`src/rtl/dds_ctrl_pkg.sv`:
```
// Shared types and constants for the DDS frequency-word controller.
// Holds the FSM state encoding, step lookup and default word limits.
package dds_ctrl_pkg;

    localparam int FW_DEF        = 24;
    localparam int F_DEFAULT_DEF = 1678;
    localparam int F_MIN_DEF     = 168;
    localparam int F_MAX_DEF     = 3355443;

    localparam logic [9:0] STEP_1    = 10'd1;
    localparam logic [9:0] STEP_10   = 10'd10;
    localparam logic [9:0] STEP_100  = 10'd100;
    localparam logic [9:0] STEP_1000 = 10'd1000;

    typedef enum logic [1:0] {
        ST_IDLE   = 2'd0,
        ST_CALC3  = 2'd1,
        ST_CALC5  = 2'd2,
        ST_COMMIT = 2'd3
    } state_e;

    function automatic logic [9:0] step_of(input logic [1:0] sel);
        logic [9:0] s;
        case (sel)
            2'd0:    s = STEP_1;
            2'd1:    s = STEP_10;
            2'd2:    s = STEP_100;
            default: s = STEP_1000;
        endcase
        return s;
    endfunction

endpackage

```
`src/rtl/dds_sweep_timer.sv`:
```
// Sweep tick generator: counts 0..SWEEP_DIV-1 while enabled and raises a
// sticky pending flag on each wrap until the controller acknowledges it.
module dds_sweep_timer #(
    parameter int SWEEP_DIV = 500000
) (
    input  logic clk,
    input  logic rst_n,
    input  logic en,
    input  logic ack,
    output logic pending
);

    localparam int CW = $clog2(SWEEP_DIV);
    localparam logic [CW-1:0] CNT_TC = CW'(SWEEP_DIV - 1);

    logic [CW-1:0] cnt_q, cnt_d;
    logic          pending_q, pending_d;
    logic          tc;

    always_comb begin
        cnt_d     = cnt_q;
        pending_d = pending_q;
        tc        = (cnt_q == CNT_TC);
        if (!en) begin
            cnt_d     = '0;
            pending_d = 1'b0;
        end else begin
            cnt_d = tc ? '0 : cnt_q + CW'(1);
            // A fresh wrap outranks an acknowledge landing in the same cycle.
            if (tc) begin
                pending_d = 1'b1;
            end else if (ack) begin
                pending_d = 1'b0;
            end
        end
    end

    always_ff @(posedge clk or negedge rst_n) begin
        if (!rst_n) begin
            cnt_q     <= '0;
            pending_q <= 1'b0;
        end else begin
            cnt_q     <= cnt_d;
            pending_q <= pending_d;
        end
    end

    assign pending = pending_q;

endmodule

```
`src/rtl/dds_freq_ctrl.sv`:
```
// Frequency-word controller: key commands and sweep ticks produce a new
// fundamental, 3x and 5x are built on one shared adder, then committed at once.
//
// state     | meaning
// ST_IDLE   | waiting for a key command or pending sweep tick
// ST_CALC3  | shared adder forms 3*f_new
// ST_CALC5  | shared adder forms 5*f_new
// ST_COMMIT | load all three words, pulse upd
module dds_freq_ctrl
    import dds_ctrl_pkg::*;
#(
    parameter int FW        = FW_DEF,
    parameter int F_DEFAULT = F_DEFAULT_DEF,
    parameter int F_MIN     = F_MIN_DEF,
    parameter int F_MAX     = F_MAX_DEF,
    parameter int SWEEP_DIV = 500000
) (
    input  logic          clk,
    input  logic          rst_n,
    input  logic          k0,
    input  logic          k1,
    input  logic          k2,
    input  logic          k3,
    input  logic          k4,
    input  logic          k5,
    output logic [FW-1:0] freq_word,
    output logic [FW-1:0] freq_word_3,
    output logic [FW-1:0] freq_word_5,
    output logic          upd,
    output logic          busy,
    output logic          sweeping,
    output logic [1:0]    step_sel
);

    localparam logic [FW-1:0] F_DEF_W  = FW'(F_DEFAULT);
    localparam logic [FW-1:0] F_DEF3_W = FW'(3 * F_DEFAULT);
    localparam logic [FW-1:0] F_DEF5_W = FW'(5 * F_DEFAULT);
    localparam logic [FW-1:0] F_MIN_W  = FW'(F_MIN);
    localparam logic [FW-1:0] F_MAX_W  = FW'(F_MAX);

    state_e        state_q, state_d;
    logic [FW-1:0] f_lat_q, f_lat_d;
    logic [FW-1:0] p3_q, p3_d;
    logic [FW-1:0] p5_q, p5_d;
    logic [FW-1:0] fw_q, fw_d;
    logic [FW-1:0] fw3_q, fw3_d;
    logic [FW-1:0] fw5_q, fw5_d;
    logic          upd_q, upd_d;
    logic          busy_q, busy_d;
    logic          sweeping_q, sweeping_d;
    logic [1:0]    step_sel_q, step_sel_d;

    logic          tick_pending;
    logic          tick_ack;
    logic [FW-1:0] step_w;
    logic [FW:0]   up_sum;
    logic [FW-1:0] f_up_sat;
    logic [FW-1:0] f_dn_sat;
    logic [FW-1:0] f_sweep;
    logic [FW-1:0] f_new;
    logic          cmd_valid;
    logic [FW-1:0] add_b;
    logic [FW-1:0] add_sum;

    dds_sweep_timer #(
        .SWEEP_DIV (SWEEP_DIV)
    ) u_sweep_timer (
        .clk     (clk),
        .rst_n   (rst_n),
        .en      (sweeping_q),
        .ack     (tick_ack),
        .pending (tick_pending)
    );

    // Candidate next words, all derived from the committed fundamental.
    always_comb begin
        step_w   = FW'(step_of(step_sel_q));
        up_sum   = {1'b0, fw_q} + {1'b0, step_w};
        f_up_sat = (up_sum > {1'b0, F_MAX_W}) ? F_MAX_W : up_sum[FW-1:0];
        f_sweep  = (up_sum > {1'b0, F_MAX_W}) ? F_MIN_W : up_sum[FW-1:0];
        f_dn_sat = (fw_q >= (F_MIN_W + step_w)) ? (fw_q - step_w) : F_MIN_W;
    end

    // Single adder; the FSM only picks which shift of f_lat feeds it.
    assign add_sum = f_lat_q + add_b;

    always_comb begin
        state_d   = state_q;
        f_lat_d   = f_lat_q;
        p3_d      = p3_q;
        p5_d      = p5_q;
        fw_d      = fw_q;
        fw3_d     = fw3_q;
        fw5_d     = fw5_q;
        upd_d     = 1'b0;
        tick_ack  = 1'b0;
        cmd_valid = 1'b0;
        f_new     = fw_q;
        add_b     = f_lat_q << 1;

        case (state_q)
            ST_IDLE: begin
                if (k3) begin
                    f_new     = F_DEF_W;
                    cmd_valid = 1'b1;
                end else if (k0 ^ k1) begin
                    f_new     = k0 ? f_up_sat : f_dn_sat;
                    cmd_valid = 1'b1;
                end else if (tick_pending && sweeping_q) begin
                    f_new     = f_sweep;
                    cmd_valid = 1'b1;
                    tick_ack  = 1'b1;
                end
                if (cmd_valid && (f_new != fw_q)) begin
                    f_lat_d = f_new;
                    state_d = ST_CALC3;
                end
            end
            ST_CALC3: begin
                add_b   = f_lat_q << 1;
                p3_d    = add_sum;
                state_d = ST_CALC5;
            end
            ST_CALC5: begin
                add_b   = f_lat_q << 2;
                p5_d    = add_sum;
                state_d = ST_COMMIT;
            end
            ST_COMMIT: begin
                fw_d    = f_lat_q;
                fw3_d   = p3_q;
                fw5_d   = p5_q;
                upd_d   = 1'b1;
                state_d = ST_IDLE;
            end
            default: state_d = ST_IDLE;
        endcase

        busy_d     = (state_d != ST_IDLE);
        step_sel_d = k2 ? step_sel_q + 2'd1 : step_sel_q;
        sweeping_d = k5 ? 1'b0 : (k4 ? 1'b1 : sweeping_q);
    end

    always_ff @(posedge clk or negedge rst_n) begin
        if (!rst_n) begin
            state_q    <= ST_IDLE;
            f_lat_q    <= F_DEF_W;
            p3_q       <= F_DEF3_W;
            p5_q       <= F_DEF5_W;
            fw_q       <= F_DEF_W;
            fw3_q      <= F_DEF3_W;
            fw5_q      <= F_DEF5_W;
            upd_q      <= 1'b0;
            busy_q     <= 1'b0;
            sweeping_q <= 1'b0;
            step_sel_q <= 2'd0;
        end else begin
            state_q    <= state_d;
            f_lat_q    <= f_lat_d;
            p3_q       <= p3_d;
            p5_q       <= p5_d;
            fw_q       <= fw_d;
            fw3_q      <= fw3_d;
            fw5_q      <= fw5_d;
            upd_q      <= upd_d;
            busy_q     <= busy_d;
            sweeping_q <= sweeping_d;
            step_sel_q <= step_sel_d;
        end
    end

    assign freq_word   = fw_q;
    assign freq_word_3 = fw3_q;
    assign freq_word_5 = fw5_q;
    assign upd         = upd_q;
    assign busy        = busy_q;
    assign sweeping    = sweeping_q;
    assign step_sel    = step_sel_q;

endmodule

```
`config.mk`:
```
export PLATFORM = sky130hd
export DESIGN_NAME = dds_freq_ctrl
export DESIGN_NICKNAME = d
export VERILOG_FILES = /design/src/rtl/dds_ctrl_pkg.sv /design/src/rtl/dds_sweep_timer.sv /design/src/rtl/dds_freq_ctrl.sv
export SDC_FILE = /design/constraint.sdc
export NUM_CORES = 1
export LEC_CHECK = 0
export CORE_MARGIN = 1
export CORE_UTILIZATION = 30
export DETAILED_ROUTE_END_ITERATION = 7
export PLACE_DENSITY_LB_ADDON = 0.05
export SKIP_CTS_REPAIR_TIMING = 1
export SLEW_MARGIN = 20
export SYNTH_ARGS = -nofsm -noshare
export SYNTH_HDL_FRONTEND = slang
export SYNTH_SLANG_ARGS = --single-unit
```
`constraint.sdc`:
```
create_clock -name clk -period 6.5 [get_ports clk]
set_input_delay 1.95 -clock clk [delete_from_list [all_inputs] [get_ports clk]]
set_output_delay 1.95 -clock clk [all_outputs]
set_load 0.05 [all_outputs]
```
Word-level counts from Yosys, hierarchy flattened

Cells that the tools add are included.

Add/subtract/negate cells: 6
$lt $le $gt $ge: 2
Eq/ne operators: 8
Muxes and demuxes: 27
Bitwise operators: 1
Reductions and logical operators: 7

Operators with widths:

| cell                                                                    | number |
|---|---|
| 24-bit 2-to-1 mux                                                       | 9 |
| 19-bit 2-to-1 mux                                                       | 2 |
| 10-bit case mux with 3 select lines                                     | 1 |
| 24-bit by 10-bit adder with 25-bit output                               | 1 |
| 25-bit by 22-bit > comparator with 1-bit output (second input constant) | 1 |
| 24-bit adder                                                            | 1 |
| 24-bit by 11-bit greater-or-equal comparator with 1-bit output          | 1 |
| 24-bit != test                                                          | 1 |
| 24-bit by 10-bit subtractor with 24-bit output                          | 1 |
| 19-bit by 1-bit adder with 19-bit output (second input constant)        | 1 |
| 19-bit == test (second input constant)                                  | 1 |
| 1-bit 2-to-1 mux                                                        | 13 |
| 8-bit by 10-bit adder with 11-bit output (first input constant)         | 1 |
| 2-bit case mux with 4 select lines                                      | 1 |
| 2-bit == test (second input constant)                                   | 3 |
| 2-bit by 1-bit == test with 1-bit output (second input constant)        | 2 |
| 2-bit logical NOT                                                       | 2 |
| 2-bit nonzero test                                                      | 2 |
| 3-bit by 1-bit != test with 1-bit output (second input constant)        | 1 |
| 2-bit by 1-bit adder with 2-bit output (second input constant)          | 1 |
| 1-bit logical AND                                                       | 2 |
| 2-bit 2-to-1 mux                                                        | 1 |
| 2-bit AND reduction                                                     | 1 |
| 1-bit XOR                                                               | 1 |

Register bits after elaboration: 171
Input bits: 8
Output and inout port bits: 77
Logic and storage cells: 64

Logic depth before layout (Yosys ltp)

Gate-level depths: netlist of the first run.

Depth after elaboration: 14
Gate-level depth with buffers: 22
Mapped depth without buffers: 20

Cells and area by module

Synthesis of the first run repeated with hierarchy kept, for this count alone.

Cell total of the unflattened synthesis: 1153
Area, all modules: 11499.8 um^2

By module, submodules not included:

| module          | instances | cells an instance | area each (um^2) | sequential area each (um^2) |
|---|---|---|---|---|
| dds_freq_ctrl   | 1         | 1055              | 10497.6          | 3823.7 |
| dds_sweep_timer | 1         | 98                | 1002.2           | 500.5 |

Worst setup path after synthesis of the first run

No wires, ideal clock.

Path type: register to register
Start: reg step_sel_q[1], in the netlist step_sel[1]
End: reg f_lat_q[11]
Library setup time: 0.125 ns
Data arrival time: 5.565 ns
Required time: 6.375 ns
Setup slack: 0.810 ns
Stages on the path, launching flop included: 23
Path buffers: 3
Clock period less this slack: 5.690 ns
Path through: dfrtp_1 -> inv_1 -> ha_1 -> inv_1 -> nand2_1 -> ha_1 -> nor3b_1 -> nand3b_4 -> a221oi_4 -> o21ai_0 -> mux2_4 -> and2_4 -> buf_6 -> or3_4 -> o21ai_2 -> buf_6 -> o32a_1 -> xnor2_1 -> o2111ai_1 -> or4_4 -> o31ai_4 -> buf_8 -> mux2_4

Longest elaborated chain between the ends: 12
Elaborated cells between the ends (all ways): 20
Classes of those cells: add/sub: 3; order compare: 2; eq/ne: 3; mux: 9; reduce/logical: 3

RTL lines:

| element                                                                                                                                  | RTL line                                                      | text |
|---|---|---|
| from (decl)                                                                                                                              | dds_freq_ctrl.sv:51                                           | `logic [1:0] step_sel_q, step_sel_d;` |
| from (signal assigned)                                                                                                                   | dds_freq_ctrl.sv:168                                          | `step_sel_q <= step_sel_d;` |
| 2-bit == test (tied with other cells)                                                                                                    | dds_ctrl_pkg.sv:24                                            | `case (sel)` |
| 10-bit case mux with 3 select lines *                                                                                                    | dds_ctrl_pkg.sv:24                                            |  |
| 24-bit by 10-bit adder with 25-bit output / 8-bit by 10-bit adder with 11-bit output (equally long branches)                             | dds_freq_ctrl.sv:78, dds_freq_ctrl.sv:81                      |  |
| 25-bit by 22-bit > comparator with 1-bit output / 24-bit by 11-bit greater-or-equal comparator with 1-bit output (equally long branches) | dds_freq_ctrl.sv:79, dds_freq_ctrl.sv:80, dds_freq_ctrl.sv:81 |  |
| 24-bit 2-to-1 mux, on equally long branches                                                                                              | dds_freq_ctrl.sv:80, dds_freq_ctrl.sv:79, dds_freq_ctrl.sv:81 |  |
| 24-bit 2-to-1 mux, on equally long branches                                                                                              | dds_freq_ctrl.sv:109, dds_freq_ctrl.sv:107                    |  |
| 24-bit 2-to-1 mux *                                                                                                                      | dds_freq_ctrl.sv:106                                          | `end else if (k0 ^ k1) begin` |
| 24-bit 2-to-1 mux *                                                                                                                      | dds_freq_ctrl.sv:103                                          | `if (k3) begin` |
| 24-bit 2-to-1 mux *                                                                                                                      | dds_freq_ctrl.sv:101                                          | `case (state_q)` |
| 24-bit != test                                                                                                                           | dds_freq_ctrl.sv:114                                          | `if (cmd_valid && (f_new != fw_q)) begin` |
| 1-bit logical AND                                                                                                                        | dds_freq_ctrl.sv:114                                          |  |
| 2-bit AND reduction (no source line)                                                                                                     | --                                                            |  |
| to (signal assigned)                                                                                                                     | dds_freq_ctrl.sv:159                                          | `f_lat_q <= f_lat_d;` |
| to (decl)                                                                                                                                | dds_freq_ctrl.sv:42                                           | `logic [FW-1:0] f_lat_q, f_lat_d;` |

Every way passes the cells marked *; elsewhere a longest branch is shown, timed or not. The select of a mux whose other input is x is not followed.
A chain may end at the register's enable or synchronous reset.

Worst setup path in the final report of the first run

Start: reg step_sel_q[1], in the netlist step_sel[1]
End: reg f_lat_q[23]

The elaborated chain is that of the path after synthesis.

==> run metrics, run 1 <==
status=completed; Finish-stage setup viols=0; Critical Path RT=6.82 ns; clk_lat worst skew=0.44 ns; Hold Path End=p5_q[22]; hold_ws=0.501 ns; most frequent cells in the layout=dfrtp_1 (135), mux2_2 (129), nor2_1 (96); # port buffers=84; largest net degree at the start of global routing=109; CTS tree=yes; Post-DP HPWL=30800 µm; Crit Path Max Fanout=18; Post-route DRC=0; Final Max Tran Viols=0; area leader, netlist=dfrtp_1; TNS Setup=0 ns; pre-CTS WS=-0.00675 ns; slowest stage delay, CP=0.51 ns; fillers=3986; vias=9763; top-area cell type share of the netlist area=28.6%; max_slew headroom=43.6%; initial antenna violation count=0; f_max=0.158 GHz; total power=8.30 mW; Final Hold Viols=0; Slew @ Worst Pin=0.846 ns; Syn Nets=1268; Post-synth EDFFs=0; post-synthesis cell count=1203; cell area power density=583 nW/µm²; starting DRC count in detailed routing=732; ratio of final minimum period to clock period=97.1%; syn avg cell area=9.82 µm²; core area=38700 µm²; sequential element share of the synthesized area=36.6%; share of post-route cells with drive strength above 1=24.7%; CP max-delay cell=or4_4; VDD IR-drop max=0.279 mV; Worst-path clk slew=0.07 ns; Layout Nets=1383; total global-route track usage=20.6%; total grt overflow=0; Final GP Congestion=0.920; Register-to-Register Path Depth=19; CP Launch Type=register; reg2reg setup slack=0.19 ns; minimum clock period=6.31 ns; DR pass1 iterations=5; ant diodes=0; Hold Path Origin=p5_q[22]; vias per std cell=5.28; Pleak=5.90 nW; Post-Route WL=41000 µm; worst hold path depth=1; Cell Chain, Critical Path=inv_1 > ha_1 > inv_1 > ha_1 > nor2b_1 > o311ai_2 > a211oi_4 > o211a_1 > mux2_4 > and2_4 > or3_4 > nor2_4 > o211ai_1 > xnor2_1 > o2111ai_1 > or4_4 > o31ai_4 > buf_12 > mux2_2; root buffer cell=clkbuf_16; Post-DRT Antenna Nets=0; Max-cap violations=0; Core Util, Final=36.8%; CTS buffer count=17; final setup skew=0.00877 ns; RR Endpoint=f_lat_q[23]; routed len/inst=22.2 µm; worst setup margin=0.190 ns; clk sinks=171; Initial Util=30.5%; synthesis-to-finish area growth=20.7%; RSZ-0062 raised after global routing=false; Seq cells post-synth=171; Arr. time, crit path=6.63 ns; Synth async-reset ratio=100%; IO Count=85; r2r startpoint=step_sel[1]; placed insts=1813; Cell Area, Synth=11800 µm²; height of the chip=200 µm; global-route wire length before repair=62400 µm; Die ar.=40200 µm²; largest cells by area after synthesis=dfrtp_1 (29%), mux2_2 (12%), dfstp_2 (8.0%); register area=4320 µm²; clock buffer depth=2; commonest non-fill, non-tap cell in the layout=dfrtp_1; crit path kind=register to register; Rows=72; Yosys warnings=0; non-filler instance count after layout=1848; die width=200 µm; cell area after layout=14300 µm²; Yosys cell types=95; area occupied by multi-input gates=7060 µm²; depth of the CTS H-tree=4; Hold Crit Class=register to register; crit end category=register; placed cell area=13600 µm²; vias in the first global route=9797; Synth Flop Type=dfrtp_1
## routing by layer
metal  global-route usage, %  routed length, µm  up-vias
met2                    32.4              18700      282
met1                    28.3              19300     4798
met5                       0                  0        -
met4                    8.42               1360        0
li1                        -                  -     4622
met3                    3.16               1570       61
## final cells by class
cell class	instances	share of cell area, %
inverter	40	1.05
sequential	171	30.3
timing repair buffer	159	10.0
multi-input combinational	929	49.6
clock inverter	9	1.13
tap	518	4.55
clock buffer	22	3.33
## where the power goes
group          switching (mW)  internal, mW  leakage (nW)
logic                    3.15          2.15          3.47
clock network           0.437         0.675         0.303
registers               0.347          1.55          2.12
## cells by family after synthesis
| kind of cell | count (synthesis) | share of synthesized area, % |
|---|---|---|
| simple gates | 357 | 15.4 |
| buf+inv | 103 | 3.91 |
| mux | 154 | 15.1 |
| fa+ha+maj | 58 | 6.32 |
| xor+xnor | 78 | 5.79 |
| flops | 171 | 36.6 |
| compound gates | 282 | 16.9 |
## cells in the mapped netlist, drive strengths merged, types with 16 or more instances
master / count
a211oi: 16
a21oi: 69
buf: 21
clkbuf: 42
dfrtp: 135
dfstp: 36
ha: 54
inv: 39
mux2: 144
nand2: 79
nand3: 28
nor2: 99
nor3: 33
o21ai: 55
xnor2: 48
xor2: 30
## critical path, delay by kind of cell (launching register included)
| family | cells | cell delay (ns) |
|---|---|---|
| muxes | 2 | 0.69 |
| DFF | 1 | 0.50 |
| xor gates and xnor gates | 1 | 0.37 |
| AOI/OAI and AO/OA | 6 | 1.90 |
| buffers and inverters | 3 | 0.57 |
| adders and majority gates | 2 | 0.52 |
| and+or+nand+nor | 5 | 1.63 |
## registers in the layout (all words and copies together) (netlist names), 2 cells and up
| signal | flops |
|---|---|
| step_sel | 2 |
| f_lat_q | 24 |
| freq_word_3 | 24 |
| p3_q | 24 |
| p5_q | 24 |
| freq_word_5 | 24 |
| state_q | 2 |
| freq_word | 24 |
| u_sweep_timer.cnt_q | 19 |
## how the worst max path moves through the flow
stage                      startpoint     endpoint  slack [ns]  cells past startpoint
after floorplan           step_sel[1]  f_lat_q[11]        0.81                     22
after global placement    step_sel[0]  f_lat_q[23]       -0.02                     18
after detailed placement  step_sel[0]  f_lat_q[23]      -0.007                     18
after CTS                 step_sel[0]  f_lat_q[23]       -0.05                     18
after global routing      step_sel[1]  f_lat_q[23]      0.0004                     21
final                     step_sel[1]  f_lat_q[23]        0.19                     19
Power figures use the tool's default switching activity.
==> run 2, diff against run 1 <==
- SYNTH_HIERARCHICAL: not set -> 1
- clock period: 6.5 -> 7.45 ns (I/O delays scaled with it)
==> run 2 against run 1 <==
Fmax is 2.7% lower. First-iteration DRC count grew 8.7%. Die area decreased by 2.6%. Largest power group unchanged.
==> run metrics, run 2 <==
largest net degree at the start of global routing=68; most frequent cell after synthesis=dfrtp_1; global-route wire length before repair=60600 µm; top cells by count, synth=dfrtp_1 (135), mux2_2 (132), nor2_1 (78), nand2_1 (63), xnor2_1 (63); Syn Nets=1217; share of post-route cells with drive strength above 1=23.3%; synthesis-to-finish area growth=19.1%; Post-DP HPWL=29100 µm; Finish-stage setup viols=0; vias=9466; worst setup margin=0.964 ns; DR pass1 iterations=7; Final GP Congestion=0.965; total power=7.28 mW; CP Launch Type=register; final setup skew=0.0159 ns; reg2reg setup slack=0.96 ns; TNS Setup=0 ns; fillers=3893; Layout Nets=1302; register area=4320 µm²; largest cells by area after synthesis=dfrtp_1 (29%), mux2_2 (13%), dfstp_2 (8.2%); Post-synth EDFFs=0; routed len/inst=22.2 µm; sequential element share of the synthesized area=37.6%; delay-heaviest family, CP=compound AO/OA/AOI/OAI gates; ant diodes=0; CP max-delay cell=a311oi_1; root buffer cell=clkbuf_16; initial antenna violation count=0; clk sinks=171; Post-Route WL=39000 µm; Crit Path Max Fanout=22; clock buffer depth=2; clk_lat worst skew=0.44 ns; xor/xnor share of the synthesized area=5.79%; CP startpoint=step_sel[0]; vias in the first global route=9542; Rows=71; ratio of final minimum period to clock period=87.1%; cell area power density=531 nW/µm²; Post-route DRC=0; crit path to=f_lat_q[23]; # port buffers=84; VDD IR-drop max=0.231 mV; Synth Flop Type=dfrtp_1; CP Depth=19; Critical Path RT=7.77 ns; Final Hold Viols=0; top-area cell type share of the netlist area=29.4%; depth of the CTS H-tree=4; minimum clock period=6.49 ns; die width=198 µm; Post-DRT Antenna Nets=0; Synth async-reset ratio=100%; Hold Path Origin=p3_q[3]; Hold Crit Class=register to register; vias per std cell=5.37; r2r startpoint=step_sel[0]; area leader, netlist=dfrtp_1; height of the chip=198 µm; total global-route track usage=20.7%; f_max=0.154 GHz; starting DRC count in detailed routing=796; Die ar.=39100 µm²; syn avg cell area=9.97 µm²; Final Max Tran Viols=0; crit path kind=register to register; status=completed; commonest non-fill, non-tap cell in the layout=dfrtp_1; Yosys warnings=6; CTS tree=yes; Arr. time, crit path=6.80 ns; Max-cap violations=0; slowest stage delay, CP=0.64 ns; Slew @ Worst Pin=1.18 ns; largest family of logic cells by synthesized area=compound AO/OA/AOI/OAI gates; Cell Chain, Critical Path=inv_1 > ha_1 > ha_1 > fa_1 > nand2b_1 > a211oi_2 > o211ai_2 > a21oi_1 > a311oi_1 > nor2_1 > nor4_2 > a2111oi_0 > a211oi_1 > xor2_1 > a2111o_1 > a2111o_1 > o41a_1 > buf_12 > mux2_4; Register-to-Register Path Depth=19; Seq cells post-synth=171; post-synthesis cell count=1153; worst hold path depth=2; Worst-path clk slew=0.08 ns; RR Endpoint=f_lat_q[23]; CTS buffer count=17; Cell Area, Synth=11500 µm²; placed insts=1730; Adder-Cell Fraction of Synth Area=6.29%; Post-Synth Simple-Gate Area=15.4%; total grt overflow=0; Yosys cell types=91; mux cell area share after synthesis=15.3%; Core Util, Final=36.3%; most frequent cells in the layout=dfrtp_1 (135), mux2_2 (132), clkdlybuf4s50_1 (83); crit end category=register; IO Count=85; pre-CTS WS=0.759 ns; Pleak=5.57 nW; Synth Area in Compound Gates=15.9%; Initial Util=30.5%; area occupied by multi-input gates=6760 µm²; core area=37700 µm²; critical path buffer and inverter count=2; max_slew headroom=21.0%; non-filler instance count after layout=1762; RSZ-0062 raised after global routing=false
run 2: kinds of logic (layout without fill, tap and decap cells):
kind of cell	after synthesis	in the layout
xor gates and xnor gates	76	76
adders and majority gates	56	56
muxes	153	153
and+or+nand+nor	333	333
DFF	171	171
buffers and inverters	103	201
AOI/OAI and AO/OA	261	261
run 2: report_power, final:
group,internal (mW),switching [mW]
combinational,1.85,2.78
clock,0.522,0.401
sequential,1.36,0.361
total,3.74,3.54
run 2: through the flow:
stage / area (µm²) / hold slack, ns
after floorplan: 11500 / 0.465
after detailed placement: 13100 / 0.490
after global placement: 13100 / 0.483
final: 13700 / 0.499
after CTS: 13700 / 0.504
after global routing: 13700 / 0.524
run 2: worst min-delay path by stage:
stage / end / slack (ns)
after floorplan: p3_q[3] / 0.46
after global placement: p3_q[3] / 0.48
after detailed placement: freq_word_5[14] / 0.49
after CTS: freq_word_3[2] / 0.50
after global routing: freq_word_3[10] / 0.52
final: p3_q[3] / 0.50
run 2: worst register-to-register path: cells and delay by family (launching register included):
family | cells | cell delay (ns)
AOI/OAI and AO/OA | 9 | 3.23
xor gates and xnor gates | 1 | 0.20
DFF | 1 | 0.50
and+or+nand+nor | 3 | 0.83
muxes | 1 | 0.32
adders and majority gates | 3 | 0.92
buffers and inverters | 2 | 0.36
run 2: cell type report:
class | count | share of cell area, %
Sequential cell | 171 | 31.6
Multi-Input combinational cell | 879 | 49.4
Tap cell | 511 | 4.67
Clock buffer | 19 | 3.31
Timing Repair Buffer | 127 | 8.75
Clock inverter | 13 | 1.14
Inverter | 42 | 1.15
run 2: routing by layer:
metal	wire length [µm]	global-route usage [%]
met3	2120	3.15
met1	18700	29.8
met4	1210	7.75
met2	17000	31.1
met5	0	0
